[src/rtl/vga_scanout.sv]
// vga_scanout: VGA raster timing with a small pixel FIFO.
// An empty FIFO at a visible pixel blanks the rest of the frame until resync.
module vga_scanout #(
  parameter int H_ACTIVE   = 640,
  parameter int H_FP       = 16,
  parameter int H_SYNC     = 96,
  parameter int H_BP       = 48,
  parameter int V_ACTIVE   = 480,
  parameter int V_FP       = 10,
  parameter int V_SYNC     = 2,
  parameter int V_BP       = 33,
  parameter int FIFO_DEPTH = 16
) (
  input  logic        clk50,
  input  logic        rstn50,
  input  logic        pix_valid,
  input  logic [11:0] pix_data,
  output logic        pix_ready,
  output logic        frame_start,
  input  logic        clear_underflow,
  output logic        underflow,
  output logic [3:0]  VGA_r,
  output logic [3:0]  VGA_g,
  output logic [3:0]  VGA_b,
  output logic        VGA_hsync,
  output logic        VGA_vsync
);

  localparam int H_TOTAL = H_ACTIVE + H_FP + H_SYNC + H_BP;
  localparam int V_TOTAL = V_ACTIVE + V_FP + V_SYNC + V_BP;
  localparam int HW = $clog2(H_TOTAL);
  localparam int VW = $clog2(V_TOTAL);
  localparam int AW = $clog2(FIFO_DEPTH);

  localparam logic [HW-1:0] H_ACT  = HW'(H_ACTIVE);
  localparam logic [HW-1:0] HS_BEG = HW'(H_ACTIVE + H_FP);
  localparam logic [HW-1:0] HS_END = HW'(H_ACTIVE + H_FP + H_SYNC);
  localparam logic [HW-1:0] H_LAST = HW'(H_TOTAL - 1);
  localparam logic [VW-1:0] V_ACT  = VW'(V_ACTIVE);
  localparam logic [VW-1:0] VS_BEG = VW'(V_ACTIVE + V_FP);
  localparam logic [VW-1:0] VS_END = VW'(V_ACTIVE + V_FP + V_SYNC);
  localparam logic [VW-1:0] V_LAST = VW'(V_TOTAL - 1);
  localparam logic [AW:0]   FULL   = (AW+1)'(FIFO_DEPTH);

  logic          tick;
  logic [HW-1:0] hcnt;
  logic [VW-1:0] vcnt;
  logic [AW-1:0] rd_ptr;
  logic [AW-1:0] wr_ptr;
  logic [AW:0]   count;
  logic          resync;
  logic          ready_en;
  logic [11:0]   rgb;
  logic [11:0]   mem [FIFO_DEPTH];

  logic active;
  logic empty;
  logic full;
  logic pop;
  logic push;
  logic uf_ev;

  assign active = (hcnt < H_ACT) && (vcnt < V_ACT);
  assign empty  = (count == '0);
  assign full   = (count == FULL);

  // Start of vertical back porch: upstream rewinds to pixel (0,0).
  assign frame_start = tick && (hcnt == '0) && (vcnt == VS_END);

  assign pop   = tick && active && !resync && !empty;
  assign uf_ev = tick && active && !resync && empty;

  assign pix_ready = ready_en && !frame_start && (resync || !full);
  assign push      = pix_valid && pix_ready && !resync;

  assign VGA_r = rgb[11:8];
  assign VGA_g = rgb[7:4];
  assign VGA_b = rgb[3:0];

  always_ff @(posedge clk50 or negedge rstn50) begin
    if (!rstn50) begin
      tick      <= 1'b0;
      ready_en  <= 1'b0;
      hcnt      <= '0;
      vcnt      <= '0;
      rgb       <= '0;
      VGA_hsync <= 1'b1;
      VGA_vsync <= 1'b1;
    end else begin
      tick     <= ~tick;
      ready_en <= 1'b1;
      if (tick) begin
        hcnt <= (hcnt == H_LAST) ? '0 : hcnt + 1'b1;
        if (hcnt == H_LAST) begin
          vcnt <= (vcnt == V_LAST) ? '0 : vcnt + 1'b1;
        end
        rgb       <= pop ? mem[rd_ptr] : '0;
        VGA_hsync <= !((hcnt >= HS_BEG) && (hcnt < HS_END));
        VGA_vsync <= !((vcnt >= VS_BEG) && (vcnt < VS_END));
      end
    end
  end

  always_ff @(posedge clk50 or negedge rstn50) begin
    if (!rstn50) begin
      rd_ptr <= '0;
      wr_ptr <= '0;
      count  <= '0;
    end else if (frame_start) begin
      rd_ptr <= '0;
      wr_ptr <= '0;
      count  <= '0;
    end else begin
      if (push) wr_ptr <= wr_ptr + 1'b1;
      if (pop)  rd_ptr <= rd_ptr + 1'b1;
      unique case ({push, pop})
        2'b10:   count <= count + 1'b1;
        2'b01:   count <= count - 1'b1;
        default: count <= count;
      endcase
    end
  end

  always_ff @(posedge clk50) begin
    if (push) mem[wr_ptr] <= pix_data;
  end

  // A fresh underflow beats a simultaneous clear.
  always_ff @(posedge clk50 or negedge rstn50) begin
    if (!rstn50) begin
      resync    <= 1'b0;
      underflow <= 1'b0;
    end else begin
      if (frame_start)  resync <= 1'b0;
      else if (uf_ev)   resync <= 1'b1;
      if (uf_ev)                underflow <= 1'b1;
      else if (clear_underflow) underflow <= 1'b0;
    end
  end

endmodule
[config.mk]
export PLATFORM = sky130hd
export DESIGN_NAME = vga_scanout
export DESIGN_NICKNAME = d
export VERILOG_FILES = /design/src/rtl/vga_scanout.sv
export SDC_FILE = /design/constraint.sdc
export NUM_CORES = 1
export LEC_CHECK = 0
export BUFFER_PORTS_ARGS = -buffer_cell sky130_fd_sc_hd__buf_2
export CELL_PAD_IN_SITES_DETAIL_PLACEMENT = 0
export CELL_PAD_IN_SITES_GLOBAL_PLACEMENT = 1
export CORE_MARGIN = 1.5
export CORE_UTILIZATION = 54
export CTS_BUF_LIST = sky130_fd_sc_hd__clkbuf_4 sky130_fd_sc_hd__clkbuf_8
export CTS_CLUSTER_DIAMETER = 30
export DETAILED_ROUTE_END_ITERATION = 7
export PLACE_DENSITY_LB_ADDON = 0.25
export SETUP_SLACK_MARGIN = 0.02
export SLEW_MARGIN = 10
export SYNTH_ARGS = -nofsm -noshare
export SYNTH_HDL_FRONTEND = slang
export SYNTH_SLANG_ARGS = --single-unit
[constraint.sdc]
create_clock -name clk50 -period 4.4 [get_ports clk50]
set_clock_uncertainty 0.1 [all_clocks]
set_input_delay 0.22 -clock clk50 [delete_from_list [all_inputs] [get_ports clk50]]
set_output_delay 0.22 -clock clk50 [all_outputs]
set_load 0.01 [all_outputs]
==> implementation parameters, run 1 <==
Parameter                              Value

Route
  Drt initial violations    ~380
  Vias per cell    5.94
  Routed wire per std cell    23.0 um
  Post-route ant nets    0
  Total wire length after detailed routing    20.8 mm
  Pre-antenna DRT Iters    6
  Remaining DRCs    1
  Vias post-DR    ~5400

STA
  Minimum clock period after layout    3140 ps
  Count of endpoints failing setup in the final report    0
  Sum of negative setup slack    0 ps
  Unrepaired setup endpoints after global routing    no
  Final worst-path cycle share    a little under three quarters
  Transition time at the pin with the least slew margin    1080 ps
  Final worst-path setup slack    about 1300 ps
  Count of final hold-check violations    0
  Fmax    0.318 GHz
  Final Max Slew Viols    0
  Worst Hold Slack    slightly below 200 ps
  Max_slew headroom    roughly 28%

GRT
  GRT Overall Usage    22.3%
  Initial antenna violation count    0
  Via count of the first global-routing pass    ~5600
  Total overflow reported by the global router    0
  Wire length of the first global-routing pass    around 32 mm
  Pin count of the biggest net entering global routing    52

Setup path
  Buf/Inv on CP    1
  Longest individual stage delay on the worst path    roughly 710 ps
  CP Launch Point    tick
  Endpoint of the worst register-to-register path    mem[8][10]
  Depth of the most critical reg-to-reg path    5
  Worst reg2reg setup slack    1260 ps
  Data arrival time of the worst path    between 3000 and 4000 ps
  CP startpoint kind    register
  Kind of end point of the critical path    register
  Cell breakdown of the critical path    inv_1 -> nor3_1 -> and3_1 -> nor4b_1 -> and2_1
  Peak fanout along the critical path    14
  Required time reported for the critical path endpoint    around 4500 ps
  WS Path Type    reg2reg
  Startpoint of the worst register-to-register path    tick
  Dominant delay contributor by cell family on the critical path    simple AND/OR/NAND/NOR gates
  Max stage delay cell, worst path    sky130_fd_sc_hd__and2_1

Finish
  Net count of the finished layout    670
  Final-layout fill cell count    roughly 1300
  Final non-filler cell total    approximately 910
  Area added between synthesis and finish    14.8%
  Share of the core filled with cells    between 60 and 70%
  Design area    approximately 0.012 mm2
  Antenna diodes    0
  Proportion of layout cells with a drive suffix above 1    between 20 and 30%
  Commonest non-fill, non-tap cell in the layout    sky130_fd_sc_hd__edfxtp_1
  Leading cell types in the layout, fill and taps excluded    sky130_fd_sc_hd__edfxtp_1, sky130_fd_sc_hd__mux4_2, sky130_fd_sc_hd__clkbuf_8, sky130_fd_sc_hd__dfrtp_1, sky130_fd_sc_hd__buf_2

Worst hold path
  Hold/Removal Path Class    in2reg
  Hold Crit Start    pix_valid
  WHS Endpoint    wr_ptr[1]
  Instance count along the most critical hold path    5

Floorplan
  Placeable core region    about 0.018 mm2
  Width of the die    ~140 um
  Initial core utilization    approximately 56%
  # IOs    33
  Vertical extent of the die    140 um
  Cell row count    ~50
  Die outline area    between 0.015 and 0.02 mm2

Synthesis
  Primary flip-flop cell chosen by synthesis mapping    sky130_fd_sc_hd__edfxtp_1
  Cell area after synthesis    approximately 0.010 mm2
  Number of flops mapped to enable cells by yosys    between 150 and 200
  Share of async-settable or async-resettable flops after synthesis    about a fifth
  Number of different library cells in the post-synthesis netlist    between 50 and 60
  Average footprint of a synthesized cell    17.7 um2
  Seq cells post-synth    roughly 240
  Mapped Cells    about 570
  Proportion of netlist area held by the largest area contributor    56.9%
  Synth area leader    sky130_fd_sc_hd__edfxtp_1
  Syn Nets    600
  Cell types occupying the most area after synthesis    sky130_fd_sc_hd__edfxtp_1, sky130_fd_sc_hd__mux4_2, sky130_fd_sc_hd__dfrtp_1
  Count of warnings emitted by yosys    0
  Portion of the post-synthesis area used by sequential elements    a little over two thirds

Pwr
  Power density cells    607 mW/mm2
  Leak pwr    between 4 and 5 nW
  PnR Total Power    around 7.1 mW
  Largest vdd supply drop    ~370 uV

Placed design
  Weighted congestion at the end of routability-driven global placement    approximately 0.83
  Count of input and output buffers    32
  Placed Instances    810
  Minimum setup slack after placement    1310 ps
  Half-perimeter wire length after placement    ~12 mm
  Instance area at placement    around 0.010 mm2

Clock network
  Htree depth    2
  TritonCTS Buffers    between 40 and 50
  Clock network latency to the later pin of the worst-skew pair    530 ps
  TritonCTS clock tree    done
  Clk sinks    about 240
  Number of buffers between clock root and the deepest sink    3
  Clock slew at reported path FFs    about 60 ps
  Root Buffer    sky130_fd_sc_hd__clkbuf_8

Outcome
  Outcome    finished, violations left
  Failing checks    design-rule violations

Job
  Max-capacitance violation count    0
-- layer usage --
layer / share of wire (%) / track usage, % / up-vias / wire length [um]
met2: 50 / 36.4 / 145 / 10400
met1: 43 / 30.5 / 2799 / 8990
met4: 2.6 / 8.64 / 0 / 535
li1: - / - / 2392 / -
met5: 0 / 0 / - / 0
met3: 4.5 / 4.07 / 43 / 935
-- timing repair --
action	CTS	global route
buffers inserted	0	0
gates resized for setup	0	0
endpoints found under the hold margin	242	0
hold buffers	14	0
-- kinds of logic after synthesis --
kind of cell / Yosys count / share of synthesized area (%)
adders and majority gates: 11 / 1.36
other: 1 / 0.0370
AOI/OAI and AO/OA: 56 / 3.93
and+or+nand+nor: 124 / 7.18
muxes: 63 / 13.7
xor gates and xnor gates: 16 / 1.38
DFF: 243 / 69.6
buffers and inverters: 59 / 2.87
-- how the worst max path moves through the flow --
stage,endpoint,slack [ps],cells past startpoint
2_1_floorplan,count[4],1440,10
3_3_place_gp,count[4],1380,9
3_5_place_dp,mem[10][9],1310,5
4_1_cts,pix_ready,1270,7
5_1_grt,mem[6][8],1060,5
6_report,mem[8][10],1260,5
-- synth_stat cells (all sizes together), types with 3 or more instances --
| cell type | instances |
|---|---|
| edfxtp | 192 |
| mux4 | 60 |
| dfrtp | 49 |
| nor2 | 31 |
| inv | 28 |
| o21ai | 18 |
| clkbuf | 16 |
| nand2 | 16 |
| buf | 14 |
| a21oi | 12 |
| and2 | 12 |
| o2bb2ai | 12 |
| ha | 11 |
| nor3 | 10 |
| xnor2 | 10 |
| nand4 | 9 |
| nand3 | 8 |
| and3 | 6 |
| xor2 | 6 |
| nand3b | 4 |
| nor4 | 4 |
| o31ai | 4 |
| or3 | 4 |
| a31oi | 3 |
| and4 | 3 |
| nand4b | 3 |
| nor4b | 3 |
| or4b | 3 |
-- report_power, final --
part / internal [mW] / switching [mW] / leakage (nW) / total [mW]
logic: 0.879 / 0.650 / 1.19 / 1.53
registers: 2.66 / 0.423 / 2.38 / 3.08
clock network: 1.51 / 0.942 / 0.522 / 2.45
-- cell type report --
class | count | area (um2) | area share, %
clock inverters | 30 | 362 | 3.11
well taps | 229 | 287 | 2.46
inverters | 28 | 105 | 0.904
clock buffers | 51 | 677 | 5.82
repair buffers | 53 | 353 | 3.04
flip-flops and latches | 243 | 7050 | 60.6
multi-input cells | 271 | 2790 | 24.0
-- registers in the layout (all words and copies together), names as in the netlist, 4 cells and up --
| register | count |
|---|---|
| rgb | 12 |
| mem | 192 |
| wr_ptr | 4 |
| count | 5 |
| hcnt | 10 |
| vcnt | 10 |
| rd_ptr | 4 |
-- worst register-to-register path, stage by stage (launching register included) --
cell and delay [ps]:
sky130_fd_sc_hd__dfrtp_1 520, sky130_fd_sc_hd__inv_1 440, sky130_fd_sc_hd__nor3_1 140, sky130_fd_sc_hd__and3_1 270, sky130_fd_sc_hd__nor4b_1 580, sky130_fd_sc_hd__and2_1 710
Power figures use the tool's default switching activity.
==> inputs of run 2 (changes only) <==
--- a/config.mk
+++ b/config.mk
@@ -5,11 +5,12 @@
 export SDC_FILE = /design/constraint.sdc
 export NUM_CORES = 1
 export LEC_CHECK = 0
+export ABC_AREA = 1
 export BUFFER_PORTS_ARGS = -buffer_cell sky130_fd_sc_hd__buf_2
 export CELL_PAD_IN_SITES_DETAIL_PLACEMENT = 0
 export CELL_PAD_IN_SITES_GLOBAL_PLACEMENT = 1
 export CORE_MARGIN = 1.5
-export CORE_UTILIZATION = 54
+export CORE_UTILIZATION = 47
 export CTS_BUF_LIST = sky130_fd_sc_hd__clkbuf_4 sky130_fd_sc_hd__clkbuf_8
 export CTS_CLUSTER_DIAMETER = 30
 export DETAILED_ROUTE_END_ITERATION = 7
==> constraint.sdc (replaced) <==
create_clock -name clk50 -period 2.87 [get_ports clk50]
set_clock_uncertainty 0.1 [all_clocks]
set_input_delay 0.1435 -clock clk50 [delete_from_list [all_inputs] [get_ports clk50]]
set_output_delay 0.1435 -clock clk50 [all_outputs]
set_load 0.01 [all_outputs]
==> implementation parameters, run 2 <==
Parameter                              Value

Clock network
  Htree depth    2
  Clk sinks    243
  Number of buffers between clock root and the deepest sink    3
  TritonCTS Buffers    51
  Post-CTS setup repair buffer count    0
  TritonCTS clock tree    done
  Root Buffer    sky130_fd_sc_hd__clkbuf_8
  Clock slew at reported path FFs    roughly 50 ps
  Clock network latency to the later pin of the worst-skew pair    between 500 and 600 ps

Synthesis
  Mapped Cells    between 900 and 1000
  Cell types occupying the most area after synthesis    sky130_fd_sc_hd__edfxtp_1, sky130_fd_sc_hd__dfrtp_1, sky130_fd_sc_hd__nand2_1
  Share of async-settable or async-resettable flops after synthesis    about a fifth
  Number of different library cells in the post-synthesis netlist    46
  Count of warnings emitted by yosys    0
  Portion of the post-synthesis area used by sequential elements    just under 70%
  Proportion of netlist area held by the largest area contributor    ~56%
  Syn Nets    935
  Number of flops mapped to enable cells by yosys    between 150 and 200
  Synth area leader    sky130_fd_sc_hd__edfxtp_1
  Average footprint of a synthesized cell    11.4 um2
  Seq cells post-synth    between 200 and 250
  Cell area after synthesis    0.0104 mm2
  Primary flip-flop cell chosen by synthesis mapping    sky130_fd_sc_hd__edfxtp_1
  Library cell with the highest instance count after synthesis    sky130_fd_sc_hd__nand2_1
  Commonest cells in the synthesized netlist    sky130_fd_sc_hd__nand2_1, sky130_fd_sc_hd__edfxtp_1, sky130_fd_sc_hd__a21oi_1

Pwr
  Sw frac    33.6%
  Leak pwr    between 4 and 5 nW
  Largest vdd supply drop    between 500 and 600 uV
  Share of total power in sequential cells    36.7%
  Switching Power    approximately 3.9 mW
  Power density cells    927 mW/mm2
  Clock group share of total power    35.3%
  Share of power burned in combinational logic    between 20% and 30%
  Cell internal pwr    about 7.6 mW

STA
  Sum of negative setup slack    0 ps
  Count of final hold-check violations    0
  Max_slew headroom    around 43%
  Final worst-path setup slack    368 ps
  Final Max Slew Viols    0
  Count of endpoints failing setup in the final report    0
  Fmax    roughly 0.40 GHz
  Unrepaired setup endpoints after global routing    no
  Transition time at the pin with the least slew margin    roughly 850 ps
  Minimum clock period after layout    around 2500 ps
  Worst Hold Slack    between 50 and 60 ps
  Final worst-path cycle share    approximately 87%

Setup path
  Kind of end point of the critical path    register
  Most common cell on crit path    sky130_fd_sc_hd__nand2_1
  Data arrival time of the worst path    2850 ps
  WS Path Type    reg2reg
  Peak fanout along the critical path    9
  Depth of the most critical reg-to-reg path    20
  Endpoint of the worst register-to-register path    count[4]
  Required time reported for the critical path endpoint    between 3000 and 4000 ps
  Worst reg2reg setup slack    between 300 and 400 ps
  Startpoint of the worst register-to-register path    vcnt[1]
  Cell breakdown of the critical path    inv_1 -> ha_1 -> inv_1 -> nor2_1 -> nand2_1 -> nor2_1 -> nand3_2 -> nand3_4 -> nand2_4 -> nand2_1 -> nand2_1 -> inv_2 -> ha_1 -> inv_1 -> nand2_1 -> nand3_1 -> nand2_1 -> nand2_1 -> nand3_1 -> nand2_1
  Buf/Inv on CP    4
  CP startpoint kind    register
  Max stage delay cell, worst path    sky130_fd_sc_hd__dfrtp_1
  Longest individual stage delay on the worst path    ~400 ps
  Dominant delay contributor by cell family on the critical path    simple AND/OR/NAND/NOR gates

Route
  Post-route ant nets    0
  Remaining DRCs    0
  Vias per cell    5.40
  Pre-antenna DRT Iters    5
  Routed wire per std cell    18.3 um
  Vias post-DR    between 7000 and 8000
  Total wire length after detailed routing    between 20 and 25 mm
  Drt initial violations    approximately 560

Finish
  Share of the core filled with cells    between 50% and 60%
  Leading cell types in the layout, fill and taps excluded    sky130_fd_sc_hd__nand2_1, sky130_fd_sc_hd__edfxtp_1, sky130_fd_sc_hd__a21oi_1
  Largest registers    mem x192, rgb x12
  Flip-flop count of the largest register after layout    approximately 190
  Final non-filler cell total    between 1000 and 1500
  Net count of the finished layout    slightly above 1000
  Largest register by flop count    mem
  Final-layout fill cell count    1870
  Antenna diodes    0
  Commonest non-fill, non-tap cell in the layout    sky130_fd_sc_hd__nand2_1
  Area added between synthesis and finish    19.4%
  Proportion of layout cells with a drive suffix above 1    between 15 and 20%

Floorplan
  Placeable core region    ~0.022 mm2
  Cell row count    54
  Width of the die    about 150 um
  # IOs    33
  Initial core utilization    between 40% and 50%
  Die outline area    approximately 0.023 mm2
  Vertical extent of the die    152 um

GRT
  GRT Overall Usage    22.2%
  Total overflow reported by the global router    0
  Wire length of the first global-routing pass    roughly 39 mm
  Via count of the first global-routing pass    approximately 7000
  Initial antenna violation count    0
  Pin count of the biggest net entering global routing    70

Placed design
  Minimum setup slack after placement    between 400 and 500 ps
  Count of input and output buffers    32
  Half-perimeter wire length after placement    between 15 and 20 mm
  Weighted congestion at the end of routability-driven global placement    ~0.87
  Placed Instances    approximately 1200

Worst hold path
  Hold/Removal Path Class    in2async

Job
  Max-capacitance violation count    0

Outcome
  Outcome    completed
[run 2: changes by cell type after synthesis, sizes merged, moves of 18 or more]
cell	before	now
nand2	16	232
nand3	8	44
nor2	31	49
inv	28	60
a21oi	12	105
mux4	60	0
a22oi	0	24
[run 2: worst max-delay path by stage]
stage	startpoint	end	slack [ps]	cells past startpoint
floorplan	vcnt[0]	mem[15][0]	460	11
global placement	vcnt[0]	count[4]	490	20
detailed placement	vcnt[0]	count[4]	420	20
CTS	vcnt[1]	frame_start	370	8
global route	vcnt[0]	count[4]	120	20
finish	vcnt[1]	count[4]	370	20
[run 2: kinds of logic (layout without fill, tap and decap cells)]
kind of cell	Yosys count	in the layout	share of synthesized area, %
DFF	243	243	67.9
xor gates and xnor gates	8	8	0.675
adders and majority gates	11	11	1.33
other	1	1	0.0361
buffers and inverters	105	249	4.12
and+or+nand+nor	349	349	14.9
AOI/OAI and AO/OA	191	191	11.1
[run 2: layout make-up]
class | instances | area, um2 | area share, %
Sequential cell | 243 | 7050 | 56.8
Multi-Input combinational cell | 560 | 2910 | 23.5
Clock inverter | 28 | 314 | 2.53
Clock buffer | 67 | 847 | 6.83
Tap cell | 280 | 350 | 2.83
Inverter | 62 | 233 | 1.88
Timing Repair Buffer | 92 | 701 | 5.65
[run 2: routing by layer]
metal  up-vias  global-route usage, %  routed length [um]
li1       3443                      -                   -
met1      3510                   31.7               11500
met2       191                   34.2               11000
met3        43                   4.43                1320
met4         0                   7.40                 524
met5         -                      0                   0
[run 2: power by group through the flow]
| stage | clock network, mW | logic [mW] | registers, mW |
|---|---|---|---|
| detailed placement | 0 | 3.23 | 4.28 |
| global placement | 0 | 3.22 | 4.28 |
| finish | 4.05 | 3.22 | 4.22 |
| floorplan | 0 | 2.22 | 4.22 |
| CTS | 4.13 | 3.25 | 4.22 |
| global route | 4.32 | 3.63 | 4.24 |
[run 2: worst reg2reg max path, cell delays in order, from the launching register on]
cell and delay (ps):
sky130_fd_sc_hd__dfrtp_1 400, sky130_fd_sc_hd__inv_1 120, sky130_fd_sc_hd__ha_1 190, sky130_fd_sc_hd__inv_1 80
sky130_fd_sc_hd__nor2_1 90, sky130_fd_sc_hd__nand2_1 50, sky130_fd_sc_hd__nor2_1 150, sky130_fd_sc_hd__nand3_2 170
sky130_fd_sc_hd__nand3_4 160, sky130_fd_sc_hd__nand2_4 90, sky130_fd_sc_hd__nand2_1 90, sky130_fd_sc_hd__nand2_1 70
sky130_fd_sc_hd__inv_2 60, sky130_fd_sc_hd__ha_1 130, sky130_fd_sc_hd__inv_1 50, sky130_fd_sc_hd__nand2_1 80
sky130_fd_sc_hd__nand3_1 100, sky130_fd_sc_hd__nand2_1 70, sky130_fd_sc_hd__nand2_1 40, sky130_fd_sc_hd__nand3_1 80
sky130_fd_sc_hd__nand2_1 50
[run 2: stage by stage]
| step | instance area (um2) | power [mW] |
|---|---|---|
| finish | 12400 | 11.5 |
| global route | 12400 | 12.2 |
| CTS | 12400 | 11.6 |
| detailed placement | 11100 | 7.51 |
| global placement | 11100 | 7.50 |
| floorplan | 10400 | 6.44 |
[run 2: repair_timing]
action                     CTS  global route
hold endpoints to repair   244             0
gates resized for setup      0             0
hold buffers                16             0
setup endpoints to repair    0             0
==> inputs of run 3 (changes only) <==
--- a/config.mk
+++ b/config.mk
@@ -14,7 +14,7 @@
 export CTS_BUF_LIST = sky130_fd_sc_hd__clkbuf_4 sky130_fd_sc_hd__clkbuf_8
 export CTS_CLUSTER_DIAMETER = 30
 export DETAILED_ROUTE_END_ITERATION = 7
-export PLACE_DENSITY_LB_ADDON = 0.25
+export PLACE_DENSITY_LB_ADDON = 0.1
 export SETUP_SLACK_MARGIN = 0.02
 export SLEW_MARGIN = 10
 export SYNTH_ARGS = -nofsm -noshare
==> implementation parameters, run 3 (synthesized netlist as in run 2, its figures left out) <==
Parameter                              Value

Outcome
  Outcome    completed

GRT
  Pin count of the biggest net entering global routing    about 90
  Via count of the first global-routing pass    about 7000
  Wire length of the first global-routing pass    38.8 mm
  Initial antenna violation count    0
  GRT Overall Usage    22.9%
  Total overflow reported by the global router    0

Clock network
  Number of buffers between clock root and the deepest sink    3
  Clock slew at reported path FFs    60 ps
  Clock network latency to the later pin of the worst-skew pair    560 ps
  Htree depth    2
  CTS-repair resized insts    0
  Clk sinks    243
  Root Buffer    sky130_fd_sc_hd__clkbuf_8
  TritonCTS clock tree    done
  TritonCTS Buffers    between 50 and 60
  Post-CTS setup repair buffer count    0
  Post-CTS Hold Fix Bufs    15

Pwr
  Power density cells    just over 900 mW/mm2
  Largest vdd supply drop    between 400 and 500 uV
  Leak pwr    about 4.7 nW
  Share of total power in sequential cells    37.0%
  PnR Total Power    11.4 mW
  Cell internal pwr    approximately 7.3 mW
  Sw frac    around 36%
  Clock group share of total power    between 30% and 40%
  Switching Power    4.04 mW
  Share of power burned in combinational logic    between 20% and 30%

Setup path
  Number of logic stages on the critical path including buffering    7
  Dominant delay contributor by cell family on the critical path    simple AND/OR/NAND/NOR gates
  Max stage delay cell, worst path    sky130_fd_sc_hd__nor4_1
  Endpoint of the worst register-to-register path    count[4]
  Cell breakdown of the critical path    inv_1 -> ha_1 -> inv_1 -> nor4_1 -> nand4_1 -> nor4_1 -> buf_2
  Depth of the most critical reg-to-reg path    20
  Worst reg2reg setup slack    roughly 320 ps
  Data arrival time of the worst path    approximately 2400 ps
  Buf/Inv on CP    3
  Kind of end point of the critical path    primary output
  Peak fanout along the critical path    4
  CP startpoint kind    register
  Longest individual stage delay on the worst path    around 460 ps
  Startpoint of the worst register-to-register path    vcnt[0]
  Required time reported for the critical path endpoint    about 2600 ps
  WS Path Type    reg2out
  CP Launch Point    vcnt[0]

Route
  Vias post-DR    a little over 7000
  Pre-antenna DRT Iters    5
  Total wire length after detailed routing    ~26 mm
  Drt initial violations    571
  Routed wire per std cell    about 19 um
  Post-route ant nets    0
  Remaining DRCs    0
  Vias per cell    between 5 and 6

Finish
  Area added between synthesis and finish    17.8%
  Net count of the finished layout    slightly above 1000
  Leading cell types in the layout, fill and taps excluded    sky130_fd_sc_hd__nand2_1, sky130_fd_sc_hd__edfxtp_1, sky130_fd_sc_hd__a21oi_1
  Largest register by flop count    mem
  Share of the core filled with cells    ~56%
  Proportion of layout cells with a drive suffix above 1    18.3%
  Antenna diodes    0
  Commonest non-fill, non-tap cell in the layout    sky130_fd_sc_hd__nand2_1
  Largest registers    mem x192, rgb x12
  Flip-flop count of the largest register after layout    192
  Final-layout fill cell count    approximately 1900

STA
  Count of final hold-check violations    0
  Transition time at the pin with the least slew margin    around 880 ps
  Final Max Slew Viols    0
  Sum of negative setup slack    0 ps
  Fmax    ~0.38 GHz
  Unrepaired setup endpoints after global routing    no
  Max_slew headroom    about 41%
  Count of endpoints failing setup in the final report    0
  Final worst-path cycle share    around 92%
  Minimum clock period after layout    2630 ps

Placed design
  Weighted congestion at the end of routability-driven global placement    0.920
  Half-perimeter wire length after placement    around 16 mm
  Count of input and output buffers    32

Floorplan
  Die outline area    approximately 0.023 mm2
  Initial core utilization    between 40 and 50%
  # IOs    33
  Vertical extent of the die    152 um
  Placeable core region    ~0.022 mm2
  Cell row count    54
  Width of the die    approximately 150 um

Job
  Max-capacitance violation count    0

Worst hold path
  Hold/Removal Path Class    in2async
run 3: cell count changes in the layout (fill, tap and decap cells not counted):
cell / before / now
sky130_fd_sc_hd__clkinv_1: 5 / 6
sky130_fd_sc_hd__clkbuf_4: 12 / 6
sky130_fd_sc_hd__bufinv_16: 6 / 4
sky130_fd_sc_hd__clkinvlp_4: 4 / 11
sky130_fd_sc_hd__buf_12: 4 / 2
sky130_fd_sc_hd__clkinv_4: 3 / 5
sky130_fd_sc_hd__clkbuf_8: 55 / 53
sky130_fd_sc_hd__clkinv_2: 9 / 8
sky130_fd_sc_hd__buf_4: 40 / 32
sky130_fd_sc_hd__dlygate4sd3_1: 16 / 15
run 3: power groups by stage:
stage	Clock [mW]	Combinational, mW	Sequential (mW)
2_1_floorplan	0	2.22	4.22
5_1_grt	4.03	3.74	4.23
6_report	3.78	3.38	4.20
3_5_place_dp	0	3.36	4.26
3_3_place_gp	0	3.34	4.26
4_1_cts	3.87	3.39	4.20
run 3: area by class of cell:
type,instances,area (um2),area share (%)
clock buffer,59,774,6.34
clock inverter,35,323,2.64
inverter,62,233,1.90
multi-input combinational,560,2910,23.8
sequential,243,7050,57.6
tap,280,350,2.87
timing repair buffer,81,591,4.83
run 3: worst max path at each step:
stage,to,slack [ps]
2_1_floorplan,mem[15][0],460
3_3_place_gp,count[4],420
3_5_place_dp,count[4],390
4_1_cts,frame_start,130
5_1_grt,frame_start,30
6_report,frame_start,240
run 3: metrics by stage:
step	worst slack (ps)	instances	cell area [um2]	hold WS, ps
after global routing	32.0	1320	12200	222
final	240	1320	12200	134
after floorplan	463	908	10400	-252
after global placement	423	1211	11000	199
after CTS	132	1320	12200	138
after detailed placement	385	1211	11000	206
run 3: per-layer routing:
| metal | share of wire, % | wire length [um] | global-route usage [%] |
|---|---|---|---|
| met1 | 43 | 10900 | 30.0 |
| met2 | 48 | 12200 | 37.5 |
| met3 | 6.6 | 1690 | 5.00 |
| met4 | 2.8 | 712 | 8.94 |
| met5 | 0 | 0 | 0 |
